**config.mk**
```make
export PLATFORM = sky130hd
export DESIGN_NAME = hazard_unit_flat
export DESIGN_NICKNAME = d
export VERILOG_FILES = /design/src/rtl/hazard_if.sv /design/src/rtl/hazard_unit.sv /design/src/flat_wrapper.sv
export SDC_FILE = /design/constraint.sdc
export NUM_CORES = 1
export LEC_CHECK = 0
export ABC_AREA = 1
export CORE_UTILIZATION = 50
export DETAILED_ROUTE_END_ITERATION = 6
export HOLD_SLACK_MARGIN = 0.05
export PLACE_DENSITY_LB_ADDON = 0.08
export REMOVE_ABC_BUFFERS = 1
export SYNTH_ARGS = -nofsm -noshare
export SYNTH_HDL_FRONTEND = slang
export SYNTH_SLANG_ARGS = --single-unit
```
**constraint.sdc**
```tcl
create_clock -name clk -period 4.14 [get_ports clk]
set_input_delay 0.621 -clock clk [delete_from_list [all_inputs] [get_ports clk]]
set_output_delay 0.621 -clock clk [all_outputs]
set_load 0.1 [all_outputs]
```
**src/rtl/hazard_if.sv**
```systemverilog
// Datapath <-> hazard unit bundle: register addresses and control bits in,
// stall/flush/forward selects and status out.
interface hazard_if #(
    parameter int REG_ADDR_WIDTH = 5,
    parameter int CNT_WIDTH      = 32
);
    logic [REG_ADDR_WIDTH-1:0] Rs1D, Rs2D;
    logic [REG_ADDR_WIDTH-1:0] Rs1E, Rs2E, RdE;
    logic [REG_ADDR_WIDTH-1:0] RdM, RdW;
    logic RegWriteM, RegWriteW;
    logic ResultSrcE0, PCSrcE;
    logic MemReqM, MemReadyM;
    logic CntClear;
    logic StallF, StallD, StallE, StallM;
    logic FlushD, FlushE, FlushW;
    logic [1:0] ForwardAE, ForwardEE;
    logic MemTimeout;
    logic [CNT_WIDTH-1:0] StallCount, FlushCount;

    modport master (
        output Rs1D, Rs2D, Rs1E, Rs2E, RdE, RdM, RdW,
        output RegWriteM, RegWriteW, ResultSrcE0, PCSrcE,
        output MemReqM, MemReadyM, CntClear,
        input  StallF, StallD, StallE, StallM,
        input  FlushD, FlushE, FlushW,
        input  ForwardAE, ForwardEE, MemTimeout,
        input  StallCount, FlushCount
    );

    modport slave (
        input  Rs1D, Rs2D, Rs1E, Rs2E, RdE, RdM, RdW,
        input  RegWriteM, RegWriteW, ResultSrcE0, PCSrcE,
        input  MemReqM, MemReadyM, CntClear,
        output StallF, StallD, StallE, StallM,
        output FlushD, FlushE, FlushW,
        output ForwardAE, ForwardEE, MemTimeout,
        output StallCount, FlushCount
    );
endinterface

```
**src/rtl/hazard_unit.sv**
```systemverilog
// Hazard/forwarding controller: post-reset flush, memory wait with
// timeout detection, saturating stall and flush counters.
module hazard_unit #(
    parameter int REG_ADDR_WIDTH = 5,
    parameter int CNT_WIDTH      = 32,
    parameter int TIMEOUT        = 16
) (
    input logic clk,
    input logic reset,
    hazard_if.slave hz
);
    localparam int WW = $clog2(TIMEOUT + 1);

    typedef enum logic [1:0] {INIT, RUN, MEM_WAIT} state_t;

    state_t state;
    logic [WW-1:0] wait_cnt;
    logic mem_timeout;
    logic [CNT_WIDTH-1:0] stall_cnt, flush_cnt;

    logic lw_stall, mem_stall, flush_br, stall_inc;
    logic stall_f, stall_d, stall_e, stall_m;
    logic flush_d, flush_e, flush_w;
    logic [1:0] fwd_a, fwd_b;

    assign lw_stall = hz.ResultSrcE0 && (hz.RdE != '0)
                   && ((hz.Rs1D == hz.RdE) || (hz.Rs2D == hz.RdE));
    assign mem_stall = hz.MemReqM && !hz.MemReadyM;

    always_comb begin
        fwd_a = 2'd0;
        fwd_b = 2'd0;
        if (hz.RegWriteM && hz.RdM != '0 && hz.Rs1E == hz.RdM)
            fwd_a = 2'd2;
        else if (hz.RegWriteW && hz.RdW != '0 && hz.Rs1E == hz.RdW)
            fwd_a = 2'd1;
        if (hz.RegWriteM && hz.RdM != '0 && hz.Rs2E == hz.RdM)
            fwd_b = 2'd2;
        else if (hz.RegWriteW && hz.RdW != '0 && hz.Rs2E == hz.RdW)
            fwd_b = 2'd1;
    end

    // A branch seen during a memory wait stays frozen in E, so it is
    // applied once the wait ends rather than being dropped.
    always_comb begin
        stall_f  = 1'b0;
        stall_d  = 1'b0;
        stall_e  = 1'b0;
        stall_m  = 1'b0;
        flush_d  = 1'b0;
        flush_e  = 1'b0;
        flush_w  = 1'b0;
        flush_br = 1'b0;
        if (state == INIT) begin
            stall_f = 1'b1;
            flush_d = 1'b1;
            flush_e = 1'b1;
        end else if (mem_stall) begin
            stall_f = 1'b1;
            stall_d = 1'b1;
            stall_e = 1'b1;
            stall_m = 1'b1;
            flush_w = 1'b1;
        end else begin
            stall_f  = lw_stall;
            stall_d  = lw_stall;
            flush_e  = lw_stall | hz.PCSrcE;
            flush_d  = hz.PCSrcE;
            flush_br = hz.PCSrcE;
        end
    end

    assign stall_inc = (state != INIT) && (lw_stall || mem_stall);

    always_ff @(posedge clk or posedge reset) begin
        if (reset) begin
            state       <= INIT;
            wait_cnt    <= '0;
            mem_timeout <= 1'b0;
        end else begin
            unique case (state)
                INIT:     state <= RUN;
                RUN:      state <= mem_stall ? MEM_WAIT : RUN;
                MEM_WAIT: state <= mem_stall ? MEM_WAIT : RUN;
                default:  state <= INIT;
            endcase
            if (mem_stall) begin
                if (wait_cnt != WW'(TIMEOUT))
                    wait_cnt <= wait_cnt + WW'(1);
                if (wait_cnt >= WW'(TIMEOUT - 1))
                    mem_timeout <= 1'b1;
            end else begin
                wait_cnt <= '0;
            end
        end
    end

    always_ff @(posedge clk or posedge reset) begin
        if (reset) begin
            stall_cnt <= '0;
            flush_cnt <= '0;
        end else if (hz.CntClear) begin
            stall_cnt <= '0;
            flush_cnt <= '0;
        end else begin
            if (stall_inc && stall_cnt != '1)
                stall_cnt <= stall_cnt + CNT_WIDTH'(1);
            if (flush_br && flush_cnt != '1)
                flush_cnt <= flush_cnt + CNT_WIDTH'(1);
        end
    end

    assign hz.StallF     = stall_f;
    assign hz.StallD     = stall_d;
    assign hz.StallE     = stall_e;
    assign hz.StallM     = stall_m;
    assign hz.FlushD     = flush_d;
    assign hz.FlushE     = flush_e;
    assign hz.FlushW     = flush_w;
    assign hz.ForwardAE  = fwd_a;
    assign hz.ForwardEE  = fwd_b;
    assign hz.MemTimeout = mem_timeout;
    assign hz.StallCount = stall_cnt;
    assign hz.FlushCount = flush_cnt;
endmodule

```
**src/flat_wrapper.sv**
```systemverilog
// flat-port wrapper written by rule: the top's interface ports become plain ports
module hazard_unit_flat 
#(
    parameter int REG_ADDR_WIDTH = 5,
    parameter int CNT_WIDTH      = 32,
    parameter int TIMEOUT        = 16
)
  (clk, reset, hz_Rs1D, hz_Rs2D, hz_Rs1E, hz_Rs2E, hz_RdE, hz_RdM, hz_RdW, hz_RegWriteM, hz_RegWriteW, hz_ResultSrcE0, hz_PCSrcE, hz_MemReqM, hz_MemReadyM, hz_CntClear, hz_StallF, hz_StallD, hz_StallE, hz_StallM, hz_FlushD, hz_FlushE, hz_FlushW, hz_ForwardAE, hz_ForwardEE, hz_MemTimeout, hz_StallCount, hz_FlushCount);
  hazard_if #(.REG_ADDR_WIDTH(REG_ADDR_WIDTH), .CNT_WIDTH(CNT_WIDTH)) hz_i ();
  input logic clk;
  input logic reset;
  input wire logic [$bits(hz_i.Rs1D)-1:0] hz_Rs1D;
  input wire logic [$bits(hz_i.Rs2D)-1:0] hz_Rs2D;
  input wire logic [$bits(hz_i.Rs1E)-1:0] hz_Rs1E;
  input wire logic [$bits(hz_i.Rs2E)-1:0] hz_Rs2E;
  input wire logic [$bits(hz_i.RdE)-1:0] hz_RdE;
  input wire logic [$bits(hz_i.RdM)-1:0] hz_RdM;
  input wire logic [$bits(hz_i.RdW)-1:0] hz_RdW;
  input wire logic [$bits(hz_i.RegWriteM)-1:0] hz_RegWriteM;
  input wire logic [$bits(hz_i.RegWriteW)-1:0] hz_RegWriteW;
  input wire logic [$bits(hz_i.ResultSrcE0)-1:0] hz_ResultSrcE0;
  input wire logic [$bits(hz_i.PCSrcE)-1:0] hz_PCSrcE;
  input wire logic [$bits(hz_i.MemReqM)-1:0] hz_MemReqM;
  input wire logic [$bits(hz_i.MemReadyM)-1:0] hz_MemReadyM;
  input wire logic [$bits(hz_i.CntClear)-1:0] hz_CntClear;
  output wire logic [$bits(hz_i.StallF)-1:0] hz_StallF;
  output wire logic [$bits(hz_i.StallD)-1:0] hz_StallD;
  output wire logic [$bits(hz_i.StallE)-1:0] hz_StallE;
  output wire logic [$bits(hz_i.StallM)-1:0] hz_StallM;
  output wire logic [$bits(hz_i.FlushD)-1:0] hz_FlushD;
  output wire logic [$bits(hz_i.FlushE)-1:0] hz_FlushE;
  output wire logic [$bits(hz_i.FlushW)-1:0] hz_FlushW;
  output wire logic [$bits(hz_i.ForwardAE)-1:0] hz_ForwardAE;
  output wire logic [$bits(hz_i.ForwardEE)-1:0] hz_ForwardEE;
  output wire logic [$bits(hz_i.MemTimeout)-1:0] hz_MemTimeout;
  output wire logic [$bits(hz_i.StallCount)-1:0] hz_StallCount;
  output wire logic [$bits(hz_i.FlushCount)-1:0] hz_FlushCount;
  assign hz_i.Rs1D = hz_Rs1D;
  assign hz_i.Rs2D = hz_Rs2D;
  assign hz_i.Rs1E = hz_Rs1E;
  assign hz_i.Rs2E = hz_Rs2E;
  assign hz_i.RdE = hz_RdE;
  assign hz_i.RdM = hz_RdM;
  assign hz_i.RdW = hz_RdW;
  assign hz_i.RegWriteM = hz_RegWriteM;
  assign hz_i.RegWriteW = hz_RegWriteW;
  assign hz_i.ResultSrcE0 = hz_ResultSrcE0;
  assign hz_i.PCSrcE = hz_PCSrcE;
  assign hz_i.MemReqM = hz_MemReqM;
  assign hz_i.MemReadyM = hz_MemReadyM;
  assign hz_i.CntClear = hz_CntClear;
  assign hz_StallF = hz_i.StallF;
  assign hz_StallD = hz_i.StallD;
  assign hz_StallE = hz_i.StallE;
  assign hz_StallM = hz_i.StallM;
  assign hz_FlushD = hz_i.FlushD;
  assign hz_FlushE = hz_i.FlushE;
  assign hz_FlushW = hz_i.FlushW;
  assign hz_ForwardAE = hz_i.ForwardAE;
  assign hz_ForwardEE = hz_i.ForwardEE;
  assign hz_MemTimeout = hz_i.MemTimeout;
  assign hz_StallCount = hz_i.StallCount;
  assign hz_FlushCount = hz_i.FlushCount;
  hazard_unit #(.REG_ADDR_WIDTH(REG_ADDR_WIDTH), .CNT_WIDTH(CNT_WIDTH), .TIMEOUT(TIMEOUT)) u_core (.clk(clk), .reset(reset), .hz(hz_i));
endmodule
```
==> results of run 1 <==
[cells in the final DEF, fill, tap and decap left out, types with 22 or more instances in the layout]
master / count
dfrtp_1: 72
nor2_1: 118
nand2_1: 257
clkdlybuf4s50_1: 108
xnor2_1: 25
nand3_1: 62
nor3_1: 36
o21ai_0: 22
inv_1: 76
xor2_1: 39
[area by class of cell]
class	instances	area, µm²
Tap cell	136	170
Fill cell	953	3590
Sequential cell	72	1800
Clock inverter	7	101
Clock buffer	9	124
Inverter	81	305
Timing Repair Buffer	123	1190
Multi-Input combinational cell	621	3040
[synthesized netlist by cell type, types with 3 or more instances]
cell | count | area (µm²)
nand2_1 | 257 | 965
nor2_1 | 118 | 443
inv_1 | 77 | 289
dfrtp_1 | 72 | 1800
nand3_1 | 62 | 310
xor2_1 | 39 | 342
nor3_1 | 36 | 180
xnor2_1 | 25 | 219
o21ai_0 | 22 | 110
nand4_1 | 20 | 125
clkbuf_1 | 9 | 33.8
ha_1 | 7 | 87.6
buf_4 | 6 | 45.0
buf_6 | 6 | 67.6
nand2_2 | 6 | 37.5
a21oi_1 | 5 | 25.0
o31ai_1 | 4 | 30.0
inv_2 | 3 | 11.3
[per-stage QoR]
stage | setup TNS [ns] | cells | instance area (µm²) | hold slack [ns] | utilization
after floorplan | -6.72 | 774 | 5150 | 0.528 | -
after global placement | 0 | 1033 | 6510 | 0.476 | 0.631
after detailed placement | 0 | 1033 | 6510 | 0.505 | 0.631
after CTS | 0 | 1049 | 6740 | 0.522 | 0.653
after global routing | 0 | 1049 | 6740 | 0.548 | 0.653
final | 0 | 1049 | 6740 | 0.520 | 0.653
[worst register-to-register path, cell delays in order, from the launching register on]
cell	delay (ns)
dfrtp_1	0.44
ha_1	0.24
nand2_1	0.09
nor2_2	0.18
nand2_2	0.13
nor2_4	0.19
nand4_1	0.16
nand3_2	0.11
buf_4	0.32
nand2_2	0.46
nand2_1	0.21
nand2_1	0.07
[power groups by stage]
stage	sequential, mW	combinational [mW]	clock [mW]
after CTS	0.742	0.567	0.663
final	0.742	0.565	0.656
after detailed placement	0.756	0.566	0
after floorplan	0.837	0.308	0
after global placement	0.755	0.555	0
after global routing	0.746	0.600	0.692
[cell families (layout without fill, tap and decap cells)]
family | count (synthesis) | after routing | share of synthesized area
fa+ha+maj | 7 | 7 | 0.0165
flops | 72 | 72 | 0.340
compound gates | 36 | 36 | 0.0387
buf+inv | 104 | 220 | 0.0868
xor+xnor | 64 | 64 | 0.106
simple gates | 514 | 514 | 0.412
[sequential cells by signal, summed over array words and instances, names as in the netlist]
register              flops
u_core.state              2
u_core.wait_cnt           5
u_core.hz.FlushCount     32
u_core.hz.StallCount     32
u_core.hz.MemTimeout      1
[final timing paths]
path	to	slack [ns]
setup / recovery	hz_ForwardAE[0]	0.99
hold / removal	u_core.hz.MemTimeout	0.52
setup reg to reg	u_core.hz.StallCount[10]	1.43
hold reg to reg	u_core.hz.MemTimeout	0.52
max in group asynchronous	u_core.hz.StallCount[28]	2.40
min in group asynchronous	u_core.hz.FlushCount[14]	0.78
[metal layers]
layer | share of wire | vias up | GRT usage | wire length, µm
met2 | 0.50 | 198 | 0.495 | 7510
li1 | - | 2743 | - | -
met4 | 0.025 | 0 | 0.124 | 376
met1 | 0.43 | 2554 | 0.337 | 6440
met5 | 0 | - | 0 | 0
met3 | 0.049 | 33 | 0.0393 | 744
==> impl_metrics.json, run 1 <==
{
  "fmax_mhz": 317,
  "grt_start_max_net_pins": 49,
  "ys_ff_latch": 72,
  "slowest_delay_ns": 0.48,
  "yosys_warnings": 0,
  "grt_pass1_vias": 5235,
  "die_h_um": 105,
  "rsz0062_at_grt": "no",
  "synthFlopType": "dfrtp_1",
  "path_class": "primary input to output port",
  "route.detailed.drc": 0,
  "postCtsHoldBufs": 0,
  "core_um2": 10300,
  "port_buffers": 119,
  "cts_inserted_buffers": 9,
  "synth_area_um2": 5300,
  "worst_slack_ns": 0.988,
  "clock_latency_ns": 0.38,
  "worst_setup_path_start_kind": "primary input",
  "clkPwrFrac": 0.334,
  "hpwlAfterDp_um": 11000,
  "hp-start": "u_core.hz.MemTimeout",
  "finalMaxSlewViolations": 0,
  "slew_headroom": 0.328,
  "antenna_found_initial": 0,
  "path_clk_slew_ns": 0.07,
  "swShare": 0.385,
  "final_nets": 959,
  "firstDrtPassIters": 5,
  "grtUsageTotal": 0.280,
  "n_antenna_cell": 0,
  "via_per_inst": 5.27,
  "wirelength_um": 15100,
  "period_share": 0.761,
  "wl_per_cell_um": 14.4,
  "p_switching_mw": 0.756,
  "status": "finished, final reports clean",
  "clock_skew_ns": 0.0185,
  "ctsHtreeMaxLevel": 3,
  "path_depth": 6,
  "synth_cell_types": 33,
  "ys_seq_area_frac": 0.340,
  "drive_gt1_frac": 0.0570,
  "post-cts-setup-buffers": 0,
  "r2r_cells": 11,
  "antenna_left": 0,
  "timing.rr.start": "u_core.hz.StallCount[0]",
  "crit_top_cell": "nor3_1",
  "p_seq_frac": 0.378,
  "syn_avg_cell_area_um2": 6.65,
  "power.leakage_nw": 2.94,
  "cp.required_ns": 3.52,
  "synth-edff-count": 0,
  "ioPinCount": 120,
  "dp_slack_ns": 1.03,
  "vdd_drop_max_mv": 0.183,
  "vias": 5528,
  "power.density_nw_per_um2": 291,
  "grt-ovfl-total": 0,
  "critPathSlowestCell": "clkdlybuf4s50_1",
  "rows": 37,
  "gp_congestion": 0.956,
  "drtIter0Drc": 295,
  "clock_sinks": 72,
  "ys_async_sr_fraction": 1.00,
  "grt_pass1_wl_um": 24700,
  "p_comb_frac": 0.288,
  "end_kind": "output port",
  "fin_crit_ns": 3.15,
  "clock_path_buffers": 2,
  "worst_slew_pin_slew_ns": 1.00,
  "cap_violations": 0,
  "area_delta_synth_final_pct": 27.0,
  "min_path_cells": 1,
  "crit_family": "buffers and inverters",
  "path_cells": "clkdlybuf4s50_1 -> or2_2 -> o41ai_1 -> nor3_1 -> nor3_1 -> buf_4",
  "p_int_mw": 1.21,
  "setup_viol_count_final": 0,
  "die_area_um2": 11000,
  "ctsResizeCount": 0,
  "critPathBufInv": 2,
  "root_buffer": "clkbuf_8",
  "cts_tree": "built",
  "die-width_um": 105,
  "hold_violations": 0,
  "postSynthCellCount": 797,
  "start_util": 0.514,
  "p_total_mw": 1.96,
  "crit_fanout": 3,
  "startpoint": "hz_RdM[1]",
  "min_path_type": "register to register",
  "critPathArrivalTime_ns": 2.53
}
Power figures use the tool's default switching activity.
==> inputs of run 2 (changes only) <==
- CORE_UTILIZATION: 50 -> 47
- clock period: 4.14 -> 2.8 ns (I/O delays scaled with it)
==> impl_metrics.json, run 2 (same netlist as run 1, synthesis figures left out) <==
{
  "timing.rr.start": "u_core.hz.StallCount[0]",
  "post-cts-setup-buffers": 0,
  "ctsResizeCount": 0,
  "area_delta_synth_final_pct": 29.2,
  "met2_usage": 0.471,
  "postCtsHoldBufs": 0,
  "rows": 38,
  "grtUsageMet3": 0.0404,
  "worst_slack_ns": 0.234,
  "status": "finished, final reports clean",
  "cts_tree": "built",
  "startpoint": "hz_RdM[1]",
  "finalMaxSlewViolations": 0,
  "path_cells": "clkdlybuf4s50_1 -> or2_2 -> o41ai_2 -> nor3_1 -> nor3_1 -> buf_12",
  "antenna_found_initial": 0,
  "worst_slew_pin_slew_ns": 0.853,
  "wirelength_um": 14700,
  "drive_gt1_frac": 0.133,
  "fin_util": 0.626,
  "gp_congestion": 0.969,
  "root_buffer": "clkbuf_16",
  "core_um2": 10900,
  "die-width_um": 108,
  "antenna_left": 0,
  "grt_start_max_net_pins": 49,
  "grt-ovfl-total": 0,
  "drtIter0Drc": 252,
  "clock_sinks": 72,
  "critPathArrivalTime_ns": 2.15,
  "route.detailed.drc": 0,
  "hp-start": "u_core.hz.MemTimeout",
  "clock_path_buffers": 2,
  "place_area_um2": 6550,
  "vdd_drop_max_mv": 0.260,
  "n_antenna_cell": 0,
  "fmax_mhz": 390,
  "crit_family": "simple AND/OR/NAND/NOR gates",
  "setup_viol_count_final": 0,
  "ioPinCount": 120,
  "port_buffers": 119,
  "grt_busiest_layer": "met2",
  "die_h_um": 108,
  "vias": 5444,
  "power.density_nw_per_um2": 462,
  "p_total_mw": 3.17,
  "fin_setup_tns_ns": 0,
  "critPathSlowestCell": "clkdlybuf4s50_1",
  "crit_fanout": 3,
  "start_util": 0.485,
  "min_path_type": "register to register",
  "hpwlAfterDp_um": 11100,
  "mostFrequentLayoutCell": "nand2_1",
  "grt_pass1_wl_um": 24600,
  "clock_latency_ns": 0.33,
  "slowest_delay_ns": 0.47,
  "rsz0062_at_grt": "no",
  "path_class": "primary input to output port",
  "design_area_um2": 6850,
  "end_kind": "output port",
  "power.leakage_nw": 3.18,
  "wl_per_cell_um": 13.9,
  "cts_inserted_buffers": 9,
  "clock_skew_ns": 0.00815,
  "fin_crit_ns": 2.57,
  "cp.required_ns": 2.38,
  "via_per_inst": 5.15,
  "dp_slack_ns": 0.149,
  "grt_pass1_vias": 5204,
  "grtUsageTotal": 0.264,
  "final_nets": 965,
  "crit_top_cell": "nor3_1",
  "worst_setup_path_start_kind": "primary input",
  "cap_violations": 0,
  "critPathBufInv": 2,
  "die_area_um2": 11700,
  "met1_usage": 0.328,
  "path_clk_slew_ns": 0.05,
  "ctsHtreeMaxLevel": 3,
  "period_share": 0.916,
  "slew_headroom": 0.430,
  "final_cell_mix": "nand2_1, nor2_1, inv_1",
  "firstDrtPassIters": 5,
  "hold_violations": 0
}
## run 2: layout make-up
cell class / instances / area [µm²]
Clock inverter: 3 / 42.5
Sequential cell: 72 / 1800
Timing Repair Buffer: 129 / 1230
Inverter: 81 / 305
Fill cell: 1030 / 4090
Tap cell: 140 / 175
Multi-Input combinational cell: 621 / 3050
Clock buffer: 12 / 246
## run 2: power by group
| part | switching (mW) | internal (mW) |
|---|---|---|
| Sequential | 0.0302 | 1.07 |
| Clock | 0.425 | 0.708 |
| Combinational | 0.646 | 0.287 |
## run 2: per-stage QoR
step	hold slack [ns]	cells
3_5_place_dp	0.494	1043
2_1_floorplan	0.486	774
4_1_cts	0.509	1058
3_3_place_gp	0.479	1043
6_report	0.503	1058
5_1_grt	0.542	1058
## run 2: final timing paths
kind,cells after the start,to,slack [ns]
worst max-delay path,6,hz_ForwardEE[0],0.23
worst min-delay path,1,u_core.hz.MemTimeout,0.50
worst max register to register,10,u_core.hz.StallCount[30],0.55
worst min register to register,1,u_core.hz.MemTimeout,0.50
max in group asynchronous,3,u_core.hz.StallCount[25],1.51
min in group asynchronous,2,u_core.hz.FlushCount[31],0.59
## run 2: per-layer routing
layer  part of all wire  wire length (µm)
met5                  0                 0
met4              0.020               291
met3              0.050               738
met2               0.50              7340
met1               0.43              6350
==> variant: new RTL, flow settings as in run 1 <==
`TIMEOUT` is set to 16 in 2 places; all go to 8.
--- a/src/rtl/hazard_unit.sv
+++ b/src/rtl/hazard_unit.sv
@@ -4,5 +4,5 @@
     parameter int REG_ADDR_WIDTH = 5,
     parameter int CNT_WIDTH      = 32,
-    parameter int TIMEOUT        = 16
+    parameter int TIMEOUT        = 8
 ) (
     input logic clk,
--- a/src/flat_wrapper.sv
+++ b/src/flat_wrapper.sv
@@ -4,5 +4,5 @@
     parameter int REG_ADDR_WIDTH = 5,
     parameter int CNT_WIDTH      = 32,
-    parameter int TIMEOUT        = 16
+    parameter int TIMEOUT        = 8
 )
   (clk, reset, hz_Rs1D, hz_Rs2D, hz_Rs1E, hz_Rs2E, hz_RdE, hz_RdM, hz_RdW, hz_RegWriteM, hz_RegWriteW, hz_ResultSrcE0, hz_PCSrcE, hz_MemReqM, hz_MemReadyM, hz_CntClear, hz_StallF, hz_StallD, hz_StallE, hz_StallM, hz_FlushD, hz_FlushE, hz_FlushW, hz_ForwardAE, hz_ForwardEE, hz_MemTimeout, hz_StallCount, hz_FlushCount);
Function: changed (Yosys sat finds a counterexample within 10 cycles, from zero or initial values and one cycle with reset high).
==> variant against run 1 <==
Count of clock-buffer cells in the layout is 3 higher. Via count is 3.2% lower. Die area is 0.74% lower. Area after synthesis is 0.76% lower. Synthesized cell count is 1.4% lower. Worst setup slack better by 0.17 ns. Largest cell class unchanged. Wire length is 3.4% lower. Design area is 1.4% lower. Clock skew is 0.0066 ns lower. Maximum frequency is 5.9% higher. Critical path type unchanged. Highest routed layer unchanged. Sequential cell count is 1 lower. Power is 5.9% lower. Sequential share of layout area hardly changed.
==> variant: results <==
group,metric,value,unit
placed_design,place_congestion,0.900,
power,max-vdd-ir-drop,0.260,mV
grt,grt_max_degree,53,
sta,relSlewSlack,33.8,%
grt,grt_usage,28.2,%
power,powerClk,557,uW
grt,grt_pass1_wl,24700,um
synth,netlist_top_cells_count,"nand2_1 (256), nor2_1 (118), dfrtp_1 (71)",
routing,dr.pass1.iters,4,
run_status,status,"finished, final reports clean",
setup_path,arrival,2.36,ns
setup_path,rr_worst_depth,11,
setup_path,r2r-start,"u_core.hz.FlushCount[0]$_DFFE_PP0P_",
placed_design,dp_slack,1.02,ns
placed_design,dpl.hpwl,10900,um
power,intPower,1.14,mW
cts,clkLatencyLatePin,0.36,ns
synth,synth_area_per_cell,6.70,um2
routing,drt_iter0_markers,302,
routing,wire_per_inst,14.1,um
finish,final_nets,945,
setup_path,cpPeakStageDelay,0.46,ns
sta,hold_ws,0.478,ns
setup_path,reg2reg_slack,1.27,ns
setup_path,timing.rr.end,"u_core.hz.FlushCount[5]$_DFFE_PP0P_",
power,combPwrFrac,30.3,%
power,power.share.clock,30.2,%
routing,wirelength,14600,um
grt,grt_pass1_vias,5291,
placed_design,dp_cells,1020,
synth,synth_cell_type_count,38,
placed_design,place_area,0.00645,mm2
finish,drive_gt1_share,5.89,%
synth,synth_area_leaders,"dfrtp_1 (34%), nand2_1 (18%), nor2_1 (8.4%)",
power,p_leak,2.91,nW
setup_path,endpoint,"hz_ForwardEE[0]",
routing,vias,5351,
[variant: final cells by class]
| class | count | area (um2) |
|---|---|---|
| inverters | 75 | 282 |
| multi-input cells | 616 | 3040 |
| repair buffers | 122 | 1190 |
| fillers | 969 | 3640 |
| clock buffers | 12 | 145 |
| flip-flops and latches | 71 | 1780 |
| clock inverters | 4 | 45.0 |
| well taps | 136 | 170 |
[variant: cells by family (layout without fill, tap and decap cells)]
group,Yosys count,after routing,share of synthesized area (%)
simple gates,511,511,41.9
flops,71,71,33.8
fa+ha+maj,6,6,1.43
xor+xnor,64,64,10.7
compound gates,35,35,3.76
buf+inv,99,213,8.54
[variant: routing by layer]
metal	wire (um)	track usage [%]	up-vias
met3	798	5.05	26
li1	-	-	2702
met1	6240	34.5	2472
met2	7170	49.2	151
met5	0	0	-
met4	352	11.0	0
[variant: worst max-delay path, delay by kind of cell]
family	cells	cell delay, ns
buffers and inverters	2	0.79
AO/OA/AOI/OAI	1	0.34
AND/OR/NAND/NOR	3	0.61
